$ cat config.mk
export PLATFORM = sky130hd
export DESIGN_NAME = systolic_skew_feeder_flat
export DESIGN_NICKNAME = d
export VERILOG_FILES = /design/src/rtl/systolic_skew_feeder_if.sv /design/src/rtl/systolic_skew_feeder.sv /design/src/flat_wrapper.sv
export SDC_FILE = /design/constraint.sdc
export NUM_CORES = 1
export LEC_CHECK = 0
export CAP_MARGIN = 20
export CORE_UTILIZATION = 45
export CTS_CLUSTER_DIAMETER = 120
export DETAILED_ROUTE_END_ITERATION = 16
export GPL_TIMING_DRIVEN = 0
export PLACE_DENSITY = 0.78
export SLEW_MARGIN = 20
export SYNTH_ARGS = -nofsm -noshare
export SYNTH_HDL_FRONTEND = slang
export SYNTH_SLANG_ARGS = --single-unit
$ cat constraint.sdc
create_clock -name clk -period 2.4 [get_ports clk]
set_input_delay 0.36 -clock clk [delete_from_list [all_inputs] [get_ports clk]]
set_output_delay 0.36 -clock clk [all_outputs]
set_load 0.05 [all_outputs]
$ cat src/rtl/systolic_skew_feeder_if.sv
// Beat bus into the skew feeder and the skewed edge bus out to the systolic array.
// master = upstream/array side, slave = feeder side.
interface systolic_skew_feeder_if #(
    parameter int unsigned PE_ROWS      = 4,
    parameter int unsigned PE_COLS      = 4,
    parameter int unsigned DATA_WIDTH   = 16,
    parameter int unsigned WEIGHT_WIDTH = 8
);
    logic                               in_valid;
    logic                               in_ready;
    logic [PE_ROWS*DATA_WIDTH-1:0]      act_vec;
    logic [PE_COLS*WEIGHT_WIDTH-1:0]    wgt_vec;
    logic [PE_ROWS*DATA_WIDTH-1:0]      act_out;
    logic [PE_ROWS-1:0]                 act_valid_out;
    logic [PE_COLS*WEIGHT_WIDTH-1:0]    wgt_out;
    logic [PE_COLS-1:0]                 wgt_valid_out;

    modport master (
        output in_valid, act_vec, wgt_vec,
        input  in_ready, act_out, act_valid_out, wgt_out, wgt_valid_out
    );

    modport slave (
        input  in_valid, act_vec, wgt_vec,
        output in_ready, act_out, act_valid_out, wgt_out, wgt_valid_out
    );
endinterface

$ cat src/rtl/systolic_skew_feeder.sv
// Feeds K-step beats into the systolic array with per-lane diagonal skew and
// sequences each tile through clear, stream, flush and done.
module systolic_skew_feeder #(
    parameter int unsigned PE_ROWS      = 4,
    parameter int unsigned PE_COLS      = 4,
    parameter int unsigned DATA_WIDTH   = 16,
    parameter int unsigned WEIGHT_WIDTH = 8,
    parameter int unsigned K_WIDTH      = 8,
    parameter int unsigned PE_LATENCY   = 1
) (
    input  logic                         clk,
    input  logic                         rst_n,
    input  logic                         start,
    input  logic [K_WIDTH-1:0]           k_len,
    systolic_skew_feeder_if.slave        bus,
    output logic                         clear_accum,
    output logic                         busy,
    output logic                         done
);

    localparam int unsigned FLUSH_CYC = (PE_ROWS - 1) + (PE_COLS - 1) + PE_LATENCY;
    localparam int unsigned FLUSH_W   = (FLUSH_CYC > 1) ? $clog2(FLUSH_CYC + 1) : 1;

    typedef enum logic [2:0] {
        IDLE   = 3'd0,
        CLEAR  = 3'd1,
        STREAM = 3'd2,
        FLUSH  = 3'd3,
        DONE   = 3'd4
    } state_t;

    state_t               state_q, state_d;
    logic [K_WIDTH-1:0]   k_len_q, k_len_d;
    logic [K_WIDTH-1:0]   beat_cnt_q, beat_cnt_d;
    logic [FLUSH_W-1:0]   flush_cnt_q, flush_cnt_d;
    logic                 in_ready_q, in_ready_d;
    logic                 clear_accum_q, clear_accum_d;
    logic                 busy_q, busy_d;
    logic                 done_q, done_d;
    logic                 accept;

    assign accept = bus.in_valid & in_ready_q;

    // Next-state and registered-output decode; outputs follow the state being entered.
    always_comb begin
        state_d     = state_q;
        k_len_d     = k_len_q;
        beat_cnt_d  = beat_cnt_q;
        flush_cnt_d = flush_cnt_q;

        unique case (state_q)
            IDLE: begin
                if (start) begin
                    k_len_d    = k_len;
                    beat_cnt_d = '0;
                    state_d    = CLEAR;
                end
            end
            CLEAR: begin
                flush_cnt_d = '0;
                state_d     = (k_len_q != '0) ? STREAM : DONE;
            end
            STREAM: begin
                if (accept) begin
                    if (beat_cnt_q + K_WIDTH'(1) == k_len_q) begin
                        flush_cnt_d = '0;
                        state_d     = FLUSH;
                    end else begin
                        beat_cnt_d = beat_cnt_q + K_WIDTH'(1);
                    end
                end
            end
            FLUSH: begin
                if (flush_cnt_q == FLUSH_W'(FLUSH_CYC - 1)) begin
                    state_d = DONE;
                end else begin
                    flush_cnt_d = flush_cnt_q + FLUSH_W'(1);
                end
            end
            DONE: begin
                state_d = IDLE;
            end
            default: begin
                state_d = IDLE;
            end
        endcase

        in_ready_d    = (state_d == STREAM);
        clear_accum_d = (state_d == CLEAR);
        busy_d        = (state_d != IDLE);
        done_d        = (state_d == DONE);
    end

    always_ff @(posedge clk or negedge rst_n) begin
        if (!rst_n) begin
            state_q       <= IDLE;
            k_len_q       <= '0;
            beat_cnt_q    <= '0;
            flush_cnt_q   <= '0;
            in_ready_q    <= 1'b0;
            clear_accum_q <= 1'b0;
            busy_q        <= 1'b0;
            done_q        <= 1'b0;
        end else begin
            state_q       <= state_d;
            k_len_q       <= k_len_d;
            beat_cnt_q    <= beat_cnt_d;
            flush_cnt_q   <= flush_cnt_d;
            in_ready_q    <= in_ready_d;
            clear_accum_q <= clear_accum_d;
            busy_q        <= busy_d;
            done_q        <= done_d;
        end
    end

    assign bus.in_ready = in_ready_q;
    assign clear_accum  = clear_accum_q;
    assign busy         = busy_q;
    assign done         = done_q;

    logic [PE_ROWS*DATA_WIDTH-1:0]   act_out_w;
    logic [PE_ROWS-1:0]              act_valid_w;
    logic [PE_COLS*WEIGHT_WIDTH-1:0] wgt_out_w;
    logic [PE_COLS-1:0]              wgt_valid_w;

    // Activation row r: r+1 stage shift line, last stage is the lane output register.
    for (genvar r = 0; r < PE_ROWS; r++) begin : g_act
        logic [r:0][DATA_WIDTH-1:0] act_pipe_q, act_pipe_d;
        logic [r:0]                 act_vld_q, act_vld_d;

        always_comb begin
            act_pipe_d[0] = accept ? bus.act_vec[r*DATA_WIDTH +: DATA_WIDTH] : '0;
            act_vld_d[0]  = accept;
            for (int i = 1; i <= r; i++) begin
                act_pipe_d[i] = act_pipe_q[i-1];
                act_vld_d[i]  = act_vld_q[i-1];
            end
        end

        always_ff @(posedge clk or negedge rst_n) begin
            if (!rst_n) begin
                act_pipe_q <= '0;
                act_vld_q  <= '0;
            end else begin
                act_pipe_q <= act_pipe_d;
                act_vld_q  <= act_vld_d;
            end
        end

        assign act_out_w[r*DATA_WIDTH +: DATA_WIDTH] = act_pipe_q[r];
        assign act_valid_w[r]                        = act_vld_q[r];
    end

    // Weight column c: c+1 stage shift line, same structure as the activation rows.
    for (genvar c = 0; c < PE_COLS; c++) begin : g_wgt
        logic [c:0][WEIGHT_WIDTH-1:0] wgt_pipe_q, wgt_pipe_d;
        logic [c:0]                   wgt_vld_q, wgt_vld_d;

        always_comb begin
            wgt_pipe_d[0] = accept ? bus.wgt_vec[c*WEIGHT_WIDTH +: WEIGHT_WIDTH] : '0;
            wgt_vld_d[0]  = accept;
            for (int i = 1; i <= c; i++) begin
                wgt_pipe_d[i] = wgt_pipe_q[i-1];
                wgt_vld_d[i]  = wgt_vld_q[i-1];
            end
        end

        always_ff @(posedge clk or negedge rst_n) begin
            if (!rst_n) begin
                wgt_pipe_q <= '0;
                wgt_vld_q  <= '0;
            end else begin
                wgt_pipe_q <= wgt_pipe_d;
                wgt_vld_q  <= wgt_vld_d;
            end
        end

        assign wgt_out_w[c*WEIGHT_WIDTH +: WEIGHT_WIDTH] = wgt_pipe_q[c];
        assign wgt_valid_w[c]                            = wgt_vld_q[c];
    end

    assign bus.act_out       = act_out_w;
    assign bus.act_valid_out = act_valid_w;
    assign bus.wgt_out       = wgt_out_w;
    assign bus.wgt_valid_out = wgt_valid_w;

endmodule

$ cat src/flat_wrapper.sv
// flat-port wrapper written by rule: the top's interface ports become plain ports
module systolic_skew_feeder_flat 
#(
    parameter int unsigned PE_ROWS      = 4,
    parameter int unsigned PE_COLS      = 4,
    parameter int unsigned DATA_WIDTH   = 16,
    parameter int unsigned WEIGHT_WIDTH = 8,
    parameter int unsigned K_WIDTH      = 8,
    parameter int unsigned PE_LATENCY   = 1
)
  (clk, rst_n, start, k_len, clear_accum, busy, done, bus_in_valid, bus_act_vec, bus_wgt_vec, bus_in_ready, bus_act_out, bus_act_valid_out, bus_wgt_out, bus_wgt_valid_out);
  systolic_skew_feeder_if #(.PE_ROWS(PE_ROWS), .PE_COLS(PE_COLS), .DATA_WIDTH(DATA_WIDTH), .WEIGHT_WIDTH(WEIGHT_WIDTH)) bus_i ();
  input  logic clk;
  input  logic rst_n;
  input  logic start;
  input  logic [K_WIDTH-1:0] k_len;
  output logic clear_accum;
  output logic busy;
  output logic done;
  input wire logic [$bits(bus_i.in_valid)-1:0] bus_in_valid;
  input wire logic [$bits(bus_i.act_vec)-1:0] bus_act_vec;
  input wire logic [$bits(bus_i.wgt_vec)-1:0] bus_wgt_vec;
  output wire logic [$bits(bus_i.in_ready)-1:0] bus_in_ready;
  output wire logic [$bits(bus_i.act_out)-1:0] bus_act_out;
  output wire logic [$bits(bus_i.act_valid_out)-1:0] bus_act_valid_out;
  output wire logic [$bits(bus_i.wgt_out)-1:0] bus_wgt_out;
  output wire logic [$bits(bus_i.wgt_valid_out)-1:0] bus_wgt_valid_out;
  assign bus_i.in_valid = bus_in_valid;
  assign bus_i.act_vec = bus_act_vec;
  assign bus_i.wgt_vec = bus_wgt_vec;
  assign bus_in_ready = bus_i.in_ready;
  assign bus_act_out = bus_i.act_out;
  assign bus_act_valid_out = bus_i.act_valid_out;
  assign bus_wgt_out = bus_i.wgt_out;
  assign bus_wgt_valid_out = bus_i.wgt_valid_out;
  systolic_skew_feeder #(.PE_ROWS(PE_ROWS), .PE_COLS(PE_COLS), .DATA_WIDTH(DATA_WIDTH), .WEIGHT_WIDTH(WEIGHT_WIDTH), .K_WIDTH(K_WIDTH), .PE_LATENCY(PE_LATENCY)) u_core (.clk(clk), .rst_n(rst_n), .start(start), .k_len(k_len), .bus(bus_i), .clear_accum(clear_accum), .busy(busy), .done(done));
endmodule
==> results.py, run 1 <==
metrics = {
    "clock_network": {
        "numCtsBuffers": 26,
        "cts_root_buf": "clkbuf_16",
        "clk_latency_ps": 520,
        "cts_tree": "done",
        "cts_max_path_buffers": 3,
        "clkSinkCount": 270,
        "cts.clk_slew.worst_paths_ps": 70,
        "htreeDepth": 1,
    },
    "drt": {
        "routed-wl-met2_um": 10000,
        "antenna_left": 0,
        "drtIter0Drc": 196,
        "wl_met3_um": 1130,
        "firstDrtPassIters": 4,
        "top_layer": "met4",
        "num_vias": 4816,
        "met1_length_um": 6810,
        "wl_um": 18400,
        "remaining_drc_errors": 0,
        "post_drt_via_cell_ratio": 4.84,
        "wire_per_inst_um": 18.5,
    },
    "power_and_ir_drop": {
        "clock_power_share_pct": 33.1,
        "power_density_mw_per_mm2": 1170,
        "pwr-share-seq_pct": 41.6,
        "comb_power_share_pct": 25.3,
        "total_leakage_power_nw": 5.74,
        "swShare_pct": 30.7,
        "p_sw_mw": 4.24,
        "intPower_mw": 9.58,
        "report.power.total_mw": 13.8,
        "ir_drop_mv": 1.02,
    },
    "synth": {
        "synth_edf_count": 0,
        "synth_top_flop_cell": "dfrtp_1",
        "yosys-top-cells-area": "dfrtp_1 (81%), and3_1 (7.4%), mux2_2 (1.2%)",
        "synth_compound_area_share_pct": 2.76,
        "synthArstFlopShare_pct": 100,
        "synth_fp_nets": 610,
        "synth_largest_area_cell": "dfrtp_1",
        "synthDistinctLibCells": 43,
        "synthCells": 499,
        "yosys.area_share.adder_pct": 0.453,
        "ys_ff_latch": 270,
        "synth.top_cell.area_share_pct": 81.5,
        "yosys_warnings": 0,
        "avgSynthCellArea_um2": 16.6,
        "synth_mux_area_share_pct": 1.40,
        "synth_simple_gate_area_share_pct": 10.8,
        "ys_seq_area_share_pct": 81.5,
        "synth_top_family_by_area": "simple AND/OR/NAND/NOR gates",
        "synth_area_mm2": 0.00829,
        "post_synth_xor_area_fraction_pct": 1.27,
    },
    "placed_design": {
        "port_buffers": 215,
        "placed_area_mm2": 0.0108,
        "place_congestion": 0.788,
        "dp_slack_ps": -297,
        "place_inst": 945,
        "hpwl_um": 11900,
    },
    "finish": {
        "final_util_pct": 65.5,
        "fin_cells": 995,
        "nets": 857,
        "area_growth_pct": 42.3,
        "final_area_mm2": 0.0118,
        "n_fill_cell": 1195,
        "drive_gt1_share_pct": 11.0,
    },
    "worst_setup_path": {
        "cp.required_ps": 2800,
        "crit_path_end_kind": "register",
        "worstPathMaxFanout": 9,
        "start_kind": "register",
        "critPathArrivalTime_ps": 2690,
        "crit_type": "register to register",
    },
    "floorplan": {
        "io_pins": 216,
        "rows": 49,
        "core_area_mm2": 0.0180,
        "dieArea_mm2": 0.0190,
        "die_w_um": 138,
        "start_util_pct": 46.0,
        "chipHeight_um": 138,
    },
    "sta": {
        "hold_viol": 0,
        "finClkSkew_ps": 16.3,
        "hold_ws_ps": 335,
        "fmax_mhz": 436,
        "finalCritPeriodShare_pct": 95.5,
        "setup-tns-final_ps": 0,
        "worst_slack_ps": 108,
        "slew_viol_final": 0,
        "rsz0062_at_grt": "false",
        "worst_pin_slew_ps": 654,
        "final-setup-viol-count": 0,
        "max-slew-margin-rel_pct": 56.4,
        "min_period_ps": 2290,
    },
    "worst_hold_path": {
        "hp-class": "register to register",
    },
    "grt": {
        "grt_pass1_vias": 5027,
        "antenna_found_initial": 1,
        "overflow": 0,
        "grt_pass1_wl_um": 27300,
        "grt.total_usage_pct": 19.1,
        "grt_start_max_net_pins": 110,
    },
    "run": {
        "max-cap-violations": 0,
    },
    "run_status": {
        "status": "finished clean",
    },
}
==> area by class of cell <==
| type | count | area [um2] | area share [%] |
|---|---|---|---|
| Clock buffer | 30 | 707 | 5.99 |
| Sequential cell | 270 | 6760 | 57.3 |
| Buffer | 29 | 136 | 1.16 |
| Antenna cell | 1 | 2.50 | 0.0212 |
| Clock inverter | 17 | 274 | 2.32 |
| Timing Repair Buffer | 219 | 2230 | 18.9 |
| Multi-Input combinational cell | 196 | 1390 | 11.8 |
| Inverter | 4 | 15.0 | 0.127 |
| Tap cell | 229 | 287 | 2.43 |
==> worst paths after layout <==
kind | start | end | slack [ps] | cells after the start
worst max register to register | u_core.beat_cnt_q[2] | u_core.beat_cnt_q[2] | 110 | 7
worst min register to register | u_core.g_act[3].act_pipe_d[28] | u_core.g_act[3].act_pipe_d[44] | 340 | 0
min in group asynchronous | rst_n | u_core.g_act[3].act_pipe_d[63] | 440 | 2
max in group asynchronous | rst_n | u_core.beat_cnt_q[0] | 1020 | 3
worst max-delay path | u_core.beat_cnt_q[2] | u_core.beat_cnt_q[2] | 110 | 7
worst min-delay path | u_core.g_act[3].act_pipe_d[28] | u_core.g_act[3].act_pipe_d[44] | 340 | 0
==> critical path, cell delays in order (launching register included) <==
cell and delay, ps:
dfrtp_1 340, buf_6 130, nand3_2 130, or3_4 420, a2111oi_4 410, nand4_4 220
and2_4 210, a221o_1 310
==> state kept, by name (all words and copies together) (netlist names) <==
name and flops:
u_core.g_act.act_pipe_d 96, u_core.bus.act_out 48, u_core.g_wgt.wgt_pipe_d 48, u_core.bus.wgt_out 24
u_core.g_act.act_pipe_q 16, u_core.beat_cnt_q 8, u_core.g_wgt.wgt_pipe_q 8, u_core.k_len_q 8
u_core.g_act.act_vld_q 4, u_core.flush_cnt_q 3, u_core.state_q 3, u_core.bus.in_ready 1
u_core.busy 1, u_core.clear_accum 1, u_core.done 1
==> kinds of logic after synthesis <==
family                   Yosys count
XOR/XNOR                          12
AND/OR/NAND/NOR                  145
buffers and inverters             33
AO/OA/AOI/OAI                     26
adder cells (fa/ha/maj)            3
flip-flops                       270
multiplexers                      10
==> per-layer routing <==
layer / GRT usage (%) / vias up
met1: 22.2 / 2437
li1: - / 2178
met4: 5.98 / 0
met5: 0 / -
met2: 34.8 / 163
met3: 4.27 / 38
==> power groups by stage <==
stage	sequential [mW]	clock (mW)	combinational, mW
floorplan	6.64	0	1.37
global placement	5.78	0	3.36
detailed placement	5.82	0	3.48
CTS	5.76	4.65	3.51
global route	5.83	4.83	3.72
finish	5.74	4.58	3.50
==> placed cells by master (no fill, tap or decap), drive strengths merged, types with 3 or more instances in the layout <==
master,instances
nor2b,4
a21oi,6
mux2,10
and3,102
xnor2,9
nor3,4
nor2,10
inv,6
bufinv,7
xor2,3
clkinv,7
o21ai,3
buf,11
nand2,8
ha,3
nand3,4
and2,4
clkdlybuf4s50,213
clkbuf,52
dfrtp,270
nor4b,3
==> what timing repair did <==
item,CTS,global route
setup endpoints to repair,8,5
resized for setup,1,2
buffers inserted,0,1
pin swaps,0,1
hold buffers,1,0
endpoints found under the hold margin,86,0
==> synth_stat cells, types with 3 or more instances <==
master / number
inv_1: 4
nor2b_1: 4
nor3_1: 4
xnor2_1: 9
ha_1: 3
clkbuf_1: 22
and3_1: 98
nand2_1: 8
xor2_1: 3
nor2_1: 10
o21ai_0: 3
and2_1: 3
nor4b_1: 3
nand3_1: 3
a21oi_1: 5
dfrtp_1: 270
and3_2: 4
mux2_2: 9
buf_4: 5
Power figures use the tool's default switching activity.
==> run 2, diff against run 1 <==
--- a/config.mk
+++ b/config.mk
@@ -11,7 +11,6 @@
 export DETAILED_ROUTE_END_ITERATION = 16
 export GPL_TIMING_DRIVEN = 0
 export PLACE_DENSITY = 0.78
-export SLEW_MARGIN = 20
 export SYNTH_ARGS = -nofsm -noshare
 export SYNTH_HDL_FRONTEND = slang
 export SYNTH_SLANG_ARGS = --single-unit
==> run 2 against run 1 <==
Net effect:
- count of clock-buffer cells in the layout fell by 2
- total power down 2.5%
- non-clock buffer count is the same
- die area unchanged
- sequential power is essentially flat
- critical endpoint is now bus_in_ready
- hold slack improved by 4.2 ps
==> results.py, run 2 (synthesis gave the netlist of run 1 again) <==
metrics = {
    "sta": {
        "hold_viol": 0,
        "slew_viol_final": 0,
        "finClkSkew_ps": 9.04,
        "setup-tns-final_ps": 0,
        "max-slew-margin-rel_pct": 60.7,
        "fmax_mhz": 432,
        "finalCritPeriodShare_pct": 96.4,
        "worst_pin_slew_ps": 588,
        "final-setup-viol-count": 0,
        "min_period_ps": 2310,
        "rsz0062_at_grt": "false",
    },
    "power_and_ir_drop": {
        "total_leakage_power_nw": 5.70,
        "clock_power_share_pct": 31.6,
        "power_density_mw_per_mm2": 1150,
        "pwr-share-seq_pct": 42.5,
        "ir_drop_mv": 0.894,
        "p_sw_mw": 4.15,
        "comb_power_share_pct": 25.8,
        "swShare_pct": 30.8,
        "intPower_mw": 9.33,
    },
    "grt": {
        "grt_start_max_net_pins": 119,
        "overflow": 0,
        "grt.total_usage_pct": 18.2,
        "antenna_found_initial": 0,
        "grt_pass1_vias": 5021,
        "grt_pass1_wl_um": 26400,
    },
    "worst_setup_path": {
        "crit_chain": "clkdlybuf4s50_1",
        "worstPathMaxFanout": 8,
        "critPathArrivalTime_ps": 1950,
        "cp-endpoint": "bus_in_ready",
        "cpPeakStageDelay_ps": 880,
        "crit_start": "u_core.bus.in_ready",
        "crit_family": "buffers and inverters",
        "r2r-start": "u_core.beat_cnt_q[2]",
        "start_kind": "register",
        "crit_type": "register to output pin",
        "slowest_stage": "clkdlybuf4s50_1",
        "rrSetupSlack_ps": 110,
        "worstPathBufferInverterCount": 1,
        "worstSetupPathDepth": 1,
        "r2r_end": "u_core.beat_cnt_q[2]",
        "cp.required_ps": 2040,
        "crit_path_end_kind": "output pin",
        "r2r_cells": 7,
    },
    "worst_hold_path": {
        "hp-class": "primary input to async pin",
    },
    "clock_network": {
        "cts_max_path_buffers": 3,
        "cts_tree": "done",
        "clkSinkCount": 270,
        "numCtsBuffers": 25,
        "cts.clk_slew.worst_paths_ps": 70,
        "clk_latency_ps": 500,
        "cts_root_buf": "clkbuf_16",
        "htreeDepth": 1,
    },
    "drt": {
        "remaining_drc_errors": 0,
        "wl_um": 17500,
        "drtIter0Drc": 205,
        "antenna_left": 0,
        "firstDrtPassIters": 4,
        "wire_per_inst_um": 17.7,
        "post_drt_via_cell_ratio": 4.81,
        "num_vias": 4762,
    },
    "finish": {
        "insertedDiodeCount": 0,
        "most-common-layout-cells": "dfrtp_1 (269), clkdlybuf4s50_1 (214), and3_1 (98)",
        "n_fill_cell": 1197,
        "final_util_pct": 65.0,
        "nets": 856,
        "drive_gt1_share_pct": 10.6,
        "final_area_mm2": 0.0117,
        "area_growth_pct": 41.3,
        "multi_input_area_mm2": 0.00139,
        "largest_register_ffs": 96,
        "layout_commonest_cell": "dfrtp_1",
        "seq_area_mm2": 0.00676,
    },
    "floorplan": {
        "chipHeight_um": 138,
        "core_area_mm2": 0.0180,
        "dieArea_mm2": 0.0190,
        "io_pins": 216,
        "start_util_pct": 46.0,
        "rows": 49,
        "die_w_um": 138,
    },
    "placed_design": {
        "placed_area_mm2": 0.0108,
        "hpwl_um": 11800,
        "place_congestion": 0.788,
        "port_buffers": 215,
    },
    "run_status": {
        "status": "finished clean",
    },
    "run": {
        "max-cap-violations": 0,
    },
}
## run 2: worst min path at each step
stage	slack (ps)	start	to	depth (start not counted)
final	340	rst_n	u_core.g_act[2].act_pipe_d[29]	2
after global routing	350	u_core.g_wgt[2].wgt_pipe_d[23]	u_core.bus.wgt_out[23]	0
after CTS	330	rst_n	u_core.g_act[2].act_pipe_d[42]	2
after detailed placement	270	rst_n	u_core.bus.act_out[45]	1
after global placement	330	u_core.g_act[3].act_pipe_d[46]	u_core.g_act[3].act_pipe_d[62]	0
after floorplan	60	rst_n	u_core.beat_cnt_q[0]	0
## run 2: repair_timing
item / 4_1_cts / 5_1_grt
buffers inserted: 0 / 1
hold buffers: 1 / 0
endpoints found under the setup margin: 8 / 3
gates cloned: 0 / 0
pin swaps: 0 / 1
endpoints found under the hold margin: 42 / 0
gates resized for setup: 1 / 1
## run 2: cell type report
type	count	share of cell area (%)
sequential	270	57.7
timing repair buffer	219	19.0
multi-input combinational	196	11.9
clock buffer	28	5.61
tap	229	2.45
clock inverter	16	2.08
buffer	29	1.16
inverter	4	0.128
## run 2: routing by layer
metal	share of wire, %	vias to the layer above	track usage (%)	wire length (um)
li1	-	2181	-	-
met1	38	2386	21.7	6720
met2	53	164	33.3	9360
met3	6.1	31	3.53	1080
met4	2.0	0	5.43	351
met5	0	-	0	0
## run 2: metrics by stage
step	worst slack, ps	hold slack (ps)	power (mW)	cells
6_report	86.0	339	13.5	991
5_1_grt	7.38	351	14.1	991
4_1_cts	34.1	330	13.6	990
3_5_place_dp	-292	265	9.28	945
3_3_place_gp	-9330	331	9.14	943
2_1_floorplan	250	64.4	8.01	499
## run 2: power by group through the flow
stage	sequential (mW)	combinational, mW	clock [mW]
floorplan	6.64	1.37	0
CTS	5.75	3.50	4.34
global placement	5.78	3.36	0
detailed placement	5.81	3.47	0
global route	5.82	3.71	4.53
finish	5.73	3.48	4.26
